[config.mk]
export PLATFORM = sky130hd
export DESIGN_NAME = fp_writeback_buffer
export DESIGN_NICKNAME = d
export VERILOG_FILES = /design/src/rtl/fp_writeback_buffer.sv
export SDC_FILE = /design/constraint.sdc
export NUM_CORES = 1
export LEC_CHECK = 0
export BUFFER_PORTS_ARGS = -buffer_cell sky130_fd_sc_hd__clkbuf_2
export CORE_ASPECT_RATIO = 1.4
export CORE_MARGIN = 2
export CORE_UTILIZATION = 40
export CTS_CLUSTER_SIZE = 24
export DETAILED_ROUTE_END_ITERATION = 8
export PLACE_DENSITY_LB_ADDON = 0.25
export SKIP_CTS_REPAIR_TIMING = 1
export SYNTH_ARGS = -nofsm -noshare
export SYNTH_HDL_FRONTEND = slang
export SYNTH_SLANG_ARGS = --single-unit
[constraint.sdc]
create_clock -name clk -period 4.63 [get_ports clk]
set_input_delay 0.926 -clock clk [delete_from_list [all_inputs] [get_ports clk]]
set_output_delay 0.926 -clock clk [all_outputs]
set_load 0.1 [all_outputs]
[src/rtl/fp_writeback_buffer.sv]
// FP ALU writeback buffer: in-order result FIFO toward the FP register-file write port,
// with sticky exception flag accumulation and a one-cycle trap pulse.
module fp_writeback_buffer #(
    parameter int unsigned DEPTH  = 4,
    parameter int unsigned DATA_W = 32,
    parameter int unsigned RD_W   = 5
) (
    input  logic                     clk,
    input  logic                     rst,
    input  logic                     in_valid,
    output logic                     in_ready,
    input  logic [2:0]               in_op,
    input  logic [DATA_W-1:0]        in_result,
    input  logic [RD_W-1:0]          in_rd,
    input  logic [5:0]               in_flags,
    output logic                     wb_valid,
    input  logic                     wb_ready,
    output logic [DATA_W-1:0]        wb_data,
    output logic [RD_W-1:0]          wb_rd,
    input  logic                     flags_clr,
    input  logic [5:0]               flags_clr_mask,
    input  logic [5:0]               trap_en,
    output logic [5:0]               flags_sticky,
    output logic                     trap,
    output logic [$clog2(DEPTH):0]   count
);

    localparam int unsigned PTR_W  = $clog2(DEPTH);
    localparam int unsigned CNT_W  = PTR_W + 1;
    localparam int unsigned FLAG_W = 6;
    localparam logic [2:0]  OP_NOP = 3'd0;
    localparam logic [2:0]  OP_SLT = 3'd6;

    logic [DATA_W-1:0] data_mem_q [DEPTH];
    logic [RD_W-1:0]   rd_mem_q   [DEPTH];

    logic [PTR_W-1:0]  wr_ptr_q, wr_ptr_d;
    logic [PTR_W-1:0]  rd_ptr_q, rd_ptr_d;
    logic [CNT_W-1:0]  count_q, count_d;
    logic [DATA_W-1:0] wb_data_q, wb_data_d;
    logic [RD_W-1:0]   wb_rd_q, wb_rd_d;
    logic [FLAG_W-1:0] sticky_q, sticky_d;
    logic              trap_q, trap_d;

    logic              accept;
    logic              push;
    logic              pop;
    logic              flag_elig;
    logic [FLAG_W-1:0] clr_bits;

    assign in_ready     = (count_q != CNT_W'(DEPTH));
    assign wb_valid     = (count_q != '0);
    assign wb_data      = wb_data_q;
    assign wb_rd        = wb_rd_q;
    assign flags_sticky = sticky_q;
    assign trap         = trap_q;
    assign count        = count_q;

    // NOP is consumed without queueing; SLT queues but never raises exceptions.
    assign accept    = in_valid & in_ready;
    assign push      = accept & (in_op != OP_NOP);
    assign pop       = wb_valid & wb_ready;
    assign flag_elig = push & (in_op != OP_SLT);
    assign clr_bits  = flags_clr ? flags_clr_mask : '0;

    always_comb begin
        wr_ptr_d  = wr_ptr_q;
        rd_ptr_d  = rd_ptr_q;
        count_d   = count_q;
        wb_data_d = wb_data_q;
        wb_rd_d   = wb_rd_q;

        if (push) begin
            wr_ptr_d = wr_ptr_q + PTR_W'(1);
        end
        if (pop) begin
            rd_ptr_d = rd_ptr_q + PTR_W'(1);
        end
        case ({push, pop})
            2'b10:   count_d = count_q + CNT_W'(1);
            2'b01:   count_d = count_q - CNT_W'(1);
            default: count_d = count_q;
        endcase

        // Preload the output register with whatever will be at the head after this edge.
        if (count_d != '0) begin
            if (push && (wr_ptr_q == rd_ptr_d)) begin
                wb_data_d = in_result;
                wb_rd_d   = in_rd;
            end else begin
                wb_data_d = data_mem_q[rd_ptr_d];
                wb_rd_d   = rd_mem_q[rd_ptr_d];
            end
        end

        sticky_d = (sticky_q & ~clr_bits) | (flag_elig ? in_flags : '0);
        trap_d   = flag_elig & (|(in_flags & trap_en));
    end

    always_ff @(posedge clk) begin
        if (push) begin
            data_mem_q[wr_ptr_q] <= in_result;
            rd_mem_q[wr_ptr_q]   <= in_rd;
        end
    end

    always_ff @(posedge clk or posedge rst) begin
        if (rst) begin
            wr_ptr_q  <= '0;
            rd_ptr_q  <= '0;
            count_q   <= '0;
            wb_data_q <= '0;
            wb_rd_q   <= '0;
            sticky_q  <= '0;
            trap_q    <= 1'b0;
        end else begin
            wr_ptr_q  <= wr_ptr_d;
            rd_ptr_q  <= rd_ptr_d;
            count_q   <= count_d;
            wb_data_q <= wb_data_d;
            wb_rd_q   <= wb_rd_d;
            sticky_q  <= sticky_d;
            trap_q    <= trap_d;
        end
    end

endmodule
# After elaboration in Yosys (flattened, before gate mapping)
# Memories as Yosys holds them, arrays and structs flattened. A register that Yosys moved wholly into a read port is not among the register bits.
# Cells that the tools add are included.
# word_totals
reg_bits,14
word_cells,34
ramBits,148
input_bits,63
output_inout_bits,49
n_memories,2
# classes
muxes,6
bitwise,9
n_reduce_logical,4
addsub,4
n_eq_ne,4
# mem_list
memory,depth,width,rd,rd_ports_with_merged_regs,wr,line,rtl
data_mem_q,4,32,1,1,1,34,logic [DATA_W-1:0] data_mem_q [DEPTH];
rd_mem_q,4,5,1,1,1,35,logic [RD_W-1:0] rd_mem_q [DEPTH];
# ops
operator,count
6-bit AND,2
6-bit 2-to-1 mux,2
3-bit nonzero test,3
3-bit inequality test (second input constant),2
6-bit inverter,1
6-bit bitwise OR,1
3-bit case mux with 2 select lines,1
6-bit OR reduction,1
1-bit AND,5
2-bit by 1-bit adder with 2-bit output (second input constant),2
3-bit by 1-bit adder with 3-bit output (second input constant),1
3-bit by 1-bit subtractor with 3-bit output (second input constant),1
2-bit by 1-bit == test with 1-bit output (second input constant),1
2-bit == test (second input constant),1
1-bit 2-to-1 mux,2
2-bit 2-to-1 mux,1

# Longest topological paths before layout
# logic_depth
word_depth,6
ltp_mapped,14
mapped_depth_nobuf,11

# Worst setup path before layout
# Ideal clock, no wire load.
# synth_timing
path_type,register -> register
from,"reg count_q[2], in the netlist count[2]"
to,"reg wb_data_q[10], in the netlist wb_data[10] (read register of data_mem_q)"
t_arrival_ns,4.370
synth_period_minus_slack_ns,4.447
path_stages_with_launch,15
slack_ns,0.183
n_path_buf,3
cell_sequence,dfrtp_1 -> or3b_1 -> o311a_1 -> buf_2 -> inv_1 -> ha_1 -> inv_1 -> fa_1 -> xor2_1 -> o21a_1 -> nor4_1 -> clkbuf_1 -> clkbuf_1 -> nand2_1 -> o21ai_1
# synth_between
elab_chain_len,6
word_cells_on_any_way,12
cone_classes,add/sub (2); eq/ne (3); mux (2); bitwise (3); reduce/logical (2)
# synth_rtl
item,line,rtl
"start, declared",39,"logic [CNT_W-1:0] count_q, count_d;"
"start signal, assigned",119,count_q <= count_d;
3-bit inequality test *,51,assign in_ready = (count_q != CNT_W'(DEPTH));
named net in_ready,11,"output logic in_ready,"
1-bit AND *,60,assign accept = in_valid & in_ready;
1-bit AND *,61,assign push = accept & (in_op != OP_NOP);
2-bit by 1-bit == test with 1-bit output or 2-bit == test (tied branches),79,"case ({push, pop})"
3-bit case mux with 2 select lines *,79,
3-bit nonzero test *,86,if (count_d != '0) begin
"end, declared",40,"logic [DATA_W-1:0] wb_data_q, wb_data_d;"
# Mark *: on every way through the listed nets, which the timed path passes. The rest lies on a longest branch.
# A chain may end at the register's enable or synchronous reset.

# Worst setup path in the final report
# layout_timing
from,"reg count_q[0], in the netlist count[0]"
to,"reg wb_data_q[19], in the netlist wb_data[19] (read register of data_mem_q)"
# layout_between
elab_chain_len,6
word_cells_on_any_way,12
cone_classes,add/sub (2); eq/ne (3); mux (2); bitwise (3); reduce/logical (2)
# layout_rtl
item,line
3-bit inequality test,51
1-bit AND,60
1-bit AND,61
2-bit by 1-bit == test with 1-bit output or 2-bit == test (tied branches),79
3-bit case mux with 2 select lines,79
3-bit nonzero test,86
# Several ways; a longest one is shown, not always the timed one.

==> impl_metrics.toml <==
[floorplan]
die_h_um = 183.3
core.rowCount = 65
core-area_um2 = 22530
initial_core_util = 0.4077
io_pins = 112
die-area_um2 = 24210
die_x_um = 132.1

[sta]
slew_viol_final = 0
max-slew-margin-rel = 0.3587
holdWs_ps = 470.9
tns_ps = 0
worst_pin_slew_ps = 961.9
layout_setup_ws_ps = 1263
fmax_ghz = 0.2970
finClkSkew_ps = 7.716
setup_viol = 0
hold_viol = 0
min_period_over_period = 0.7272
rsz0062_at_grt = "false"
finalCriticalPeriod_ps = 3367

[final_layout]
final_area_um2 = 10740
layout_commonest_cell = "edfxtp_1"
drive_gt1_frac = 0.4178
nets = 707
area_growth_pct = 16.92
final_cell_mix = "148 x edfxtp_1, 111 x clkbuf_2, 70 x mux4_2, 49 x dfrtp_1, 46 x nand2_1"

[critical_path]
arrival_ps = 3730
path_max_fanout = 75
cp.required_ps = 4990
crit_type = "register to register"
critPathLaunchType = "register"
r2r_slack_ps = 1260
crit_path_end_kind = "register"

[grt]
gr-total-overflow = 0
grt_pass1_wl_mm = 30.53
antenna_found_initial = 1
grt_use_total = 0.1648
grt_max_degree = 76
first_global_vias = 5596

[synth]
ys.flop_type = "edfxtp_1"
seq_area_frac_synth = 0.6228
synth_cell_types = 45
syn_nets = 598
synth_cells = 529
ys_warn_count = 0
yosys-top-cells-area = "edfxtp_1 48%, mux4_2 17%, dfrtp_1 14%, mux2i_1 4.4%, mux2_2 4.3%"
ys_seq_elements = 199
synth_top_cell_area_share = 0.4839
synth-edff-count = 148
syn_area_um2 = 9185
synthArstFlopShare = 0.2563
yosysTopAreaCell = "edfxtp_1"
avgSynthCellArea_um2 = 17.36

[clock_tree]
cts-root-buf = "clkbuf_16"
clock-sinks = 199
cts_tree = "done"
clock_latency_ps = 420
clock_path_buffers = 2
clk_pin_slew_ps = 70
cts_made_buffers = 17
htree_levels = 4

[placement]
preCtsSetupSlack_ps = 914.1
gp_congestion = 0.7328
dp_hpwl_mm = 12.06
portBuffers = 111
dpl_cell_area_um2 = 10080

[drt]
drt_wl_total_mm = 19.27
drc = 0
drt_iter0_drc = 298
via_count = 5106
firstDrtPassIters = 4
ant_nets = 0
via_per_inst = 5.358
wl_per_cell_um = 20.22

[outcome]
status = "completed"

[worst_hold_path]
hold_path.class = "input pin to asynchronous set/reset pin"

[flow_run]
drv_cap = 0
## cells by family (layout without fill, tap and decap cells)
logic type | count (synthesis) | count (layout) | synth area share
mux | 145 | 145 | 0.2581
flops | 199 | 199 | 0.6228
fa+ha+maj | 6 | 6 | 0.008991
other cells | 0 | 1 | 0
simple gates | 65 | 65 | 0.03215
buf+inv | 44 | 166 | 0.02275
xor+xnor | 8 | 8 | 0.01063
compound gates | 62 | 62 | 0.04454
## cell type report
type                       instances  area (um^2)
fill                            1928        11790
sequential                       199         5725
multi-input combinational        286         3274
timing repair buffer             125        673.1
clock buffer                      21        460.4
tap                              301        376.6
clock inverter                    11        192.7
inverter                           9        33.78
antenna                            1        2.502
## synth_stat cells (3+ instances only)
master,count
a22o_1,7
and2_1,4
buf_2,14
buf_4,3
clkbuf_1,15
dfrtp_1,51
edfxtp_1,148
ha_1,5
inv_1,8
mux2_2,35
mux2i_1,40
mux4_2,70
nand2_1,46
nor3_1,3
o21ai_1,36
o311a_1,3
xnor2_1,3
xor2_1,3
## worst max-delay path, cell delays in order (launching register included)
cell and delay (ps):
dfrtp_1 480, or3b_1 430, o311a_1 250, inv_1 100, ha_1 190, inv_1 70
fa_1 370, xor2_1 170, o21a_1 190, nor4_2 380, buf_12 340, or3_1 170
o211a_1 140
## sequential cells by signal, summed over array words and instances (netlist names)
register	count
data_mem_q	128
wb_data	32
rd_mem_q	20
flags_sticky	6
wb_rd	5
count	3
rd_ptr_q	2
wr_ptr_q	2
trap	1
## worst paths after layout
kind / start / end / cells past startpoint
setup / recovery: count[0] / wb_data[19] / 12
setup reg to reg: count[0] / wb_data[19] / 12
max in group asynchronous: rst / rd_ptr_q[1] / 3
min in group clk: wb_data[22] / wb_data[22] / 2
hold reg to reg: wb_data[22] / wb_data[22] / 2
hold / removal: rst / rd_ptr_q[0] / 2
## routing by layer
metal	GRT usage	up-vias	wire (um)
li1	-	2324	-
met1	0.1934	2677	7838
met2	0.3000	88	10430
met3	0.03510	17	651
met4	0.05478	0	344
met5	0	-	0
## metrics by stage
step,instances,utilization
2_1_floorplan,529,-
3_3_place_gp,920,0.4476
3_5_place_dp,920,0.4476
4_1_cts,952,0.4766
5_1_grt,953,0.4767
6_report,953,0.4767
Power is left out: the tool's default activity adds up to more than one toggle a clock period on the data nets, which glitch-free logic cannot reach.
